<file path="src/rtl/reg_file.sv">
// reg_file: MIPS 32 x NB_DATA general-purpose register bank.
//   - writeback port (single write per cycle, gated by i_enable, r0 hard-wired to 0)
//   - two zero-latency combinational read ports (rs / rt)
//   - sequential dump engine streaming every register out, one beat per cycle
// Optional feature macro: REG_FILE_BYPASS_EN
//   defined   -> a same-cycle writeback to the addressed register is forwarded
//                to the rs / rt read ports (write-before-read)
//   undefined -> read ports return stored contents only
// The dump path always reads the stored array and is never bypassed.

module reg_file #(
   parameter int unsigned NB_DATA = 32,
   parameter int unsigned NB_REG  = 5
) (
   input  logic               i_clock,
   input  logic               i_reset,
   input  logic               i_enable,
   input  logic               i_wb_reg_write,
   input  logic [NB_REG-1:0]  i_wb_selected_reg,
   input  logic [NB_DATA-1:0] i_wb_selected_data,
   input  logic [NB_REG-1:0]  i_rs_addr,
   input  logic [NB_REG-1:0]  i_rt_addr,
   output logic [NB_DATA-1:0] o_rs_data,
   output logic [NB_DATA-1:0] o_rt_data,
   input  logic               i_dbg_dump_start,
   output logic               o_dbg_busy,
   output logic               o_dbg_valid,
   output logic [NB_REG-1:0]  o_dbg_index,
   output logic [NB_DATA-1:0] o_dbg_data,
   output logic               o_dbg_last
);

   localparam int unsigned DEPTH    = 2 ** NB_REG;
   localparam int unsigned LAST_IDX = DEPTH - 1;

   typedef enum logic {
      IDLE = 1'b0,
      DUMP = 1'b1
   } state_t;

   // Register storage; entry 0 is never written so it stays at 0.
   logic [NB_DATA-1:0] regs [DEPTH];

   state_t             state;
   state_t             state_next;
   logic [NB_REG-1:0]  idx;
   logic [NB_REG-1:0]  idx_next;

   logic               dbg_valid_next;
   logic               dbg_last_next;
   logic [NB_REG-1:0]  dbg_index_next;
   logic [NB_DATA-1:0] dbg_data_next;

   logic               wr_en_c;
   logic               idx_is_last_c;

   assign wr_en_c       = i_enable & i_wb_reg_write & (i_wb_selected_reg != '0);
   assign idx_is_last_c = (idx == NB_REG'(LAST_IDX));

   // Register array: synchronous clear, gated writeback, r0 protected.
   always_ff @(posedge i_clock) begin
      if (i_reset) begin
         for (int unsigned i = 0; i < DEPTH; i++) begin
            regs[i] <= '0;
         end
      end else if (wr_en_c) begin
         regs[i_wb_selected_reg] <= i_wb_selected_data;
      end
   end

   // Read port A: address 0 forced to 0, optional same-cycle forwarding.
   always_comb begin
      o_rs_data = '0;
      if (i_rs_addr != '0) begin
         o_rs_data = regs[i_rs_addr];
      end
`ifdef REG_FILE_BYPASS_EN
      if (wr_en_c && (i_wb_selected_reg == i_rs_addr)) begin
         o_rs_data = i_wb_selected_data;
      end
`endif
   end

   // Read port B: same structure as port A.
   always_comb begin
      o_rt_data = '0;
      if (i_rt_addr != '0) begin
         o_rt_data = regs[i_rt_addr];
      end
`ifdef REG_FILE_BYPASS_EN
      if (wr_en_c && (i_wb_selected_reg == i_rt_addr)) begin
         o_rt_data = i_wb_selected_data;
      end
`endif
   end

   // Dump FSM state, walk index and registered beat outputs.
   always_ff @(posedge i_clock) begin
      if (i_reset) begin
         state       <= IDLE;
         idx         <= '0;
         o_dbg_valid <= 1'b0;
         o_dbg_last  <= 1'b0;
         o_dbg_index <= '0;
         o_dbg_data  <= '0;
      end else begin
         state       <= state_next;
         idx         <= idx_next;
         o_dbg_valid <= dbg_valid_next;
         o_dbg_last  <= dbg_last_next;
         o_dbg_index <= dbg_index_next;
         o_dbg_data  <= dbg_data_next;
      end
   end

   // Dump FSM next-state and beat generation; start is ignored while dumping.
   always_comb begin
      state_next     = state;
      idx_next       = idx;
      dbg_valid_next = 1'b0;
      dbg_last_next  = 1'b0;
      dbg_index_next = o_dbg_index;
      dbg_data_next  = o_dbg_data;

      case (state)
         IDLE: begin
            if (i_dbg_dump_start) begin
               state_next = DUMP;
               idx_next   = '0;
            end
         end
         DUMP: begin
            // Array value sampled before this edge's write lands.
            dbg_valid_next = 1'b1;
            dbg_index_next = idx;
            dbg_data_next  = regs[idx];
            dbg_last_next  = idx_is_last_c;
            idx_next       = idx + NB_REG'(1);
            if (idx_is_last_c) begin
               state_next = IDLE;
            end
         end
         default: begin
            state_next = IDLE;
         end
      endcase
   end

   assign o_dbg_busy = (state == DUMP);

endmodule

</file>
<file path="config.mk">
export PLATFORM = sky130hd
export DESIGN_NAME = reg_file
export DESIGN_NICKNAME = d
export VERILOG_FILES = /design/src/rtl/reg_file.sv
export SDC_FILE = /design/constraint.sdc
export NUM_CORES = 2
export LEC_CHECK = 0
export BUFFER_PORTS_ARGS = -buffer_cell sky130_fd_sc_hd__buf_2
export CAP_MARGIN = 20
export CORE_MARGIN = 2
export CORE_UTILIZATION = 42
export CTS_CLUSTER_DIAMETER = 150
export DETAILED_ROUTE_END_ITERATION = 6
export GPL_ROUTABILITY_DRIVEN = 1
export GPL_TIMING_DRIVEN = 0
export RECOVER_POWER = 25
export REMOVE_ABC_BUFFERS = 1
export SLEW_MARGIN = 20
export SYNTH_ARGS = -nofsm -noshare
export SYNTH_HDL_FRONTEND = slang
export SYNTH_SLANG_ARGS = --single-unit
export TNS_END_PERCENT = 10
</file>
<file path="constraint.sdc">
create_clock -name i_clock -period 4.7 [get_ports i_clock]
set_input_delay 0.94 -clock i_clock [delete_from_list [all_inputs] [get_ports i_clock]]
set_output_delay 0.94 -clock i_clock [all_outputs]
set_load 0.1 [all_outputs]
</file>
# After elaboration in Yosys (flattened, before gate mapping)
# Memory sizes are Yosys's and may differ from the RTL's. A register that Yosys moved wholly into a read port is not among the register bits.
# Cells that the tools add are included.
[totals] regBits=13 mem_bits_rw=1024 in_bits=52 wordCells=33 mem_count=1
[mem_list] memory="regs" depth=32 width=32 read_ports=3 rd_clocked_by_memory_dff=1 wr=32 line_no="42" rtl="logic [NB_DATA-1:0] regs [DEPTH];"
[op_classes] addsub=1 eq_ne=2 muxes=16 n_bitwise=3 n_reduce_logical=5
[op_table] cell="$mux W32" count=3
[op_table] cell="$reduce_or A32 Y1" count=1
[op_table] cell="$reduce_bool A5 Y1" count=3
[op_table] cell="$mux W5" count=2
[op_table] cell="$pmux W5 S2" count=1
[op_table] cell="$mux W1" count=9
[op_table] cell="$add A5 B1 Y5 const B" count=1
[op_table] cell="$eq A5 B5 Y1 const B" count=1
[op_table] cell="$and A1 B1 Y1" count=2
[op_table] cell="$ne A2 B2 Y1 const B" count=1
[op_table] cell="$pmux W1 S2" count=1
[op_table] cell="$reduce_or A2 Y1" count=1
[op_table] cell="$not A1 Y1" count=1

# Longest topological paths before layout
[logic_depth] word_depth=7 mapped_depth=8

# Worst setup path after synthesis
# Ideal clock, no wire load.
[synth_timing] kind="input-to-output" from="input port i_rs_addr[1]" to="output port o_rs_data[2]" arrival_ns=3.097 required_time_ns=3.760 path_slack_ns=0.663 cell_stages=6 path_buffers=3 cell_sequence="clkbuf_1 > clkbuf_1 > buf_1 > mux4_2 > mux4_2 > a22o_1"
[synth_between] elab_chain_len=2 elab_cells_between_ends=3
[synth_rtl] element="start: declaration" line_no="21" rtl="input logic [NB_REG-1:0] i_rs_addr,"
[synth_rtl] element="$mem_v2 Z32 W32 or $reduce_bool A5 Y1 (tied branches)"
[synth_rtl] element="$mux W32 *" line_no="74" rtl="if (i_rs_addr != '0) begin"
[synth_rtl] element="end: declaration" line_no="23" rtl="output logic [NB_DATA-1:0] o_rs_data,"
# Mark *: on every way between the ends. The rest lies on a longest branch, timed or not.

==> metrics.md <==
| Metric | Value |
|---|---|
| Outcome | finished with violations |
| Violated checks | capacitance limit, slew limit |
| Hold Buf Count CTS | 0 |
| Largest net degree at the start of global routing | 75 |
| Yosys top cell by area | edfxtp_1 |
| Post-placement cell count | 5868 |
| Worst setup EP type | flip-flop |
| # port buffers | 155 |
| Routed Antenna Nets | 0 |
| GRT overflow | 0 |
| First-pass GRT wire length | 335 mm |
| Area Overhead vs Synth | 15.0% |
| CTS buffer count | 118 |
| Synth async-reset ratio | 0% |
| Worst EP arrival | 5070 ps |
| CTS tree | built |
| Synth top cells by count | edfxtp_1, and2_1, mux4_2, clkbuf_1, mux2i_1 |
| Finished Cell Area | 0.0730 mm2 |
| Initial Utilization | 42.3% |
| FF+latch area | 0.0317 mm2 |
| Area contributors post-synth | edfxtp_1, mux4_2, and2_1 |
| VDD IR-drop max | 0.315 mV |
| Sequential area share after synthesis | 49.9% |
| Relative slew margins | -67.1% |
| Fmax | 215 MHz |
| Clk_lat worst skew | 770 ps |
| Io pins | 156 |
| Hold Path Class | reg2reg |
| Vias in the first global route | 41500 |
| # rows | 142 |
| Area of the multi-input gates | 0.0301 mm2 |
| Synthesized cell area | 0.0635 mm2 |
| Fin cells | 6121 |
| Mean post-synth cell area | 16.0 um2 |
| Syn Inst Count | 3972 |
| Worst path slowest cell | nor2_1 |
| Seq cells post-synth | 1069 |
| Via Count | 42000 |
| Drt pass-1 iters | 6 |
| Setup TNS | 0 ps |
| Clock skew | 34.0 ps |
| Hpwl dp | 154 mm |
| PnR Total Power | 25.2 mW |
| Drt via density | 6.86 |
| Unrepaired setup endpoints after global routing | no |
| Fraction of layout cells with a size suffix above 1 | 33.7% |
| Worst path max stage delay | 1220 ps |
| Leakage Power | 23.9 nW |
| Post-synth EDFFs | 1024 |
| Die ar. | 0.154 mm2 |
| Placed cell area | 0.0693 mm2 |
| Synth top area share | 48.4% |
| Final wirelength | 244 mm |
| Top Family by Delay on Critical Path | simple AND/OR/NAND/NOR gates |
| Synth Flop Type | edfxtp_1 |
| Die Wd | 393 um |
| Worst-Margin Slew | 2510 ps |
| WP buf/inv | 4 |
| Pwr/cell area | 345 mW/mm2 |
| Final clock period utilization by the worst path | 98.9% |
| Max Cap Viol | 27 |
| # nets final | 4043 |
| CP Max Fanout | 41 |
| Die H | 393 um |
| Filler cell count in the final layout | 12600 |
| Final setup vio count | 0 |
| Min Clock Period, post-route | 4650 ps |
| Wire per inst | 39.8 um |
| Reg clk slew, reported paths | 60 ps |
| Remaining DRCs | 0 |
| Most common cell in the synthesized netlist | edfxtp_1 |
| Cells along the critical path | buf_8 > or4_1 > nor2_1 > clkbuf_1 > buf_16 > or2_4 > buf_12 |
| Slew Limit Fails | 416 |
| Startpoint types | input port |
| CTS max path bufs | 3 |
| Root cell of the clock tree | clkbuf_16 |
| Initial antenna violation count | 27 |
| Starting DRT DRC Count | 6414 |
| H-tree Lvls | 3 |
| Critical path type | in2reg |
| Internal reg-to-reg setup slack | 410 ps |
| Final Hold Vio Count | 0 |
| CTS Sinks | 1069 |
| Warnings, synthesis | 0 |
| Gpl congestion | 0.784 |
| Area of the core | 0.150 mm2 |
| GRT Util Overall | 31.7% |
| WP data required | 5120 ps |
| Synth cell types | 42 |
## cells by family after synthesis
family | synth area share [%]
AO/OA/AOI/OAI | 3.59
XOR/XNOR | 0.0276
adder cells (fa/ha/maj) | 0.0394
buffers and inverters | 3.32
flip-flops | 49.9
multiplexers | 32.2
other | 0.00591
AND/OR/NAND/NOR | 10.9
## layout by cell type (no fill, tap or decap), drive strengths merged, types with 3 or more instances in the layout
master  instances
edfxtp       1024
and2          995
mux4          832
buf           274
clkbuf        209
mux2i         132
a22oi         128
a22o           64
nor2           51
clkinv         47
dfxtp          45
nand2          36
mux2           32
a32oi          32
a21o           32
a31oi          32
conb           32
or2            31
diode          16
bufbuf         10
bufinv          8
a21oi           6
inv             6
nor2b           4
nand3b          3
nor3b           3
## sequential cells by signal, indices dropped and copies added, names as in the netlist
register and count:
idx 5, regs 1024, o_dbg_data 32, o_dbg_index 5, o_dbg_valid 1, o_dbg_busy 1, o_dbg_last 1
## metrics by stage
step	setup WS, ps	utilization, %	hold WS [ps]
global route	1.24	48.7	511
detailed placement	-631	46.2	460
CTS	4.37	49.1	469
floorplan	-8950	-	586
global placement	-16380	43.2	456
finish	52.6	48.7	475
## worst paths after layout
path,from,to,cells past startpoint
hold reg to reg,o_dbg_index[4],o_dbg_index[4],2
setup reg to reg,idx[0],o_dbg_data[14],7
setup / recovery,i_reset,regs[4][30],7
hold / removal,o_dbg_index[4],o_dbg_index[4],2
## final cells by class
cell class,count,share of cell area [%]
diodes,16,0.0548
clock buffers,161,4.58
clock inverters,59,0.708
inverters,3,0.0171
multi-input cells,2465,41.2
flip-flops and latches,1069,43.4
well taps,2016,3.45
repair buffers,332,6.65
## layer usage
| layer | track usage (%) | share of wire [%] | up-vias |
|---|---|---|---|
| met5 | 0 | 0.033 | - |
| met4 | 13.9 | 4.9 | 12 |
| li1 | - | - | 16000 |
| met1 | 43.4 | 38 | 22000 |
| met3 | 8.20 | 13 | 656 |
| met2 | 47.9 | 45 | 3275 |
## power by group
| group | switching, mW | total, mW | internal (mW) |
|---|---|---|---|
| combinational | 2.62 | 4.41 | 1.79 |
| clock | 4.03 | 9.42 | 5.39 |
| sequential | 0.388 | 11.3 | 10.9 |
| total | 7.04 | 25.2 | 18.1 |
## worst register-to-register path: cells and delay by family (launching register included)
family	cells	cell delay, ps
buffers and inverters	3	990
DFF	1	1930
muxes	1	560
AOI/OAI and AO/OA	3	580
## timing repair
action | CTS | global route
setup endpoints to repair | 47 | 12
pin swaps | 1 | 0
setup buffers | 1 | 0
resized for setup | 22 | 15
cloned | 15 | 1
(Power assumes the default switching activity.)
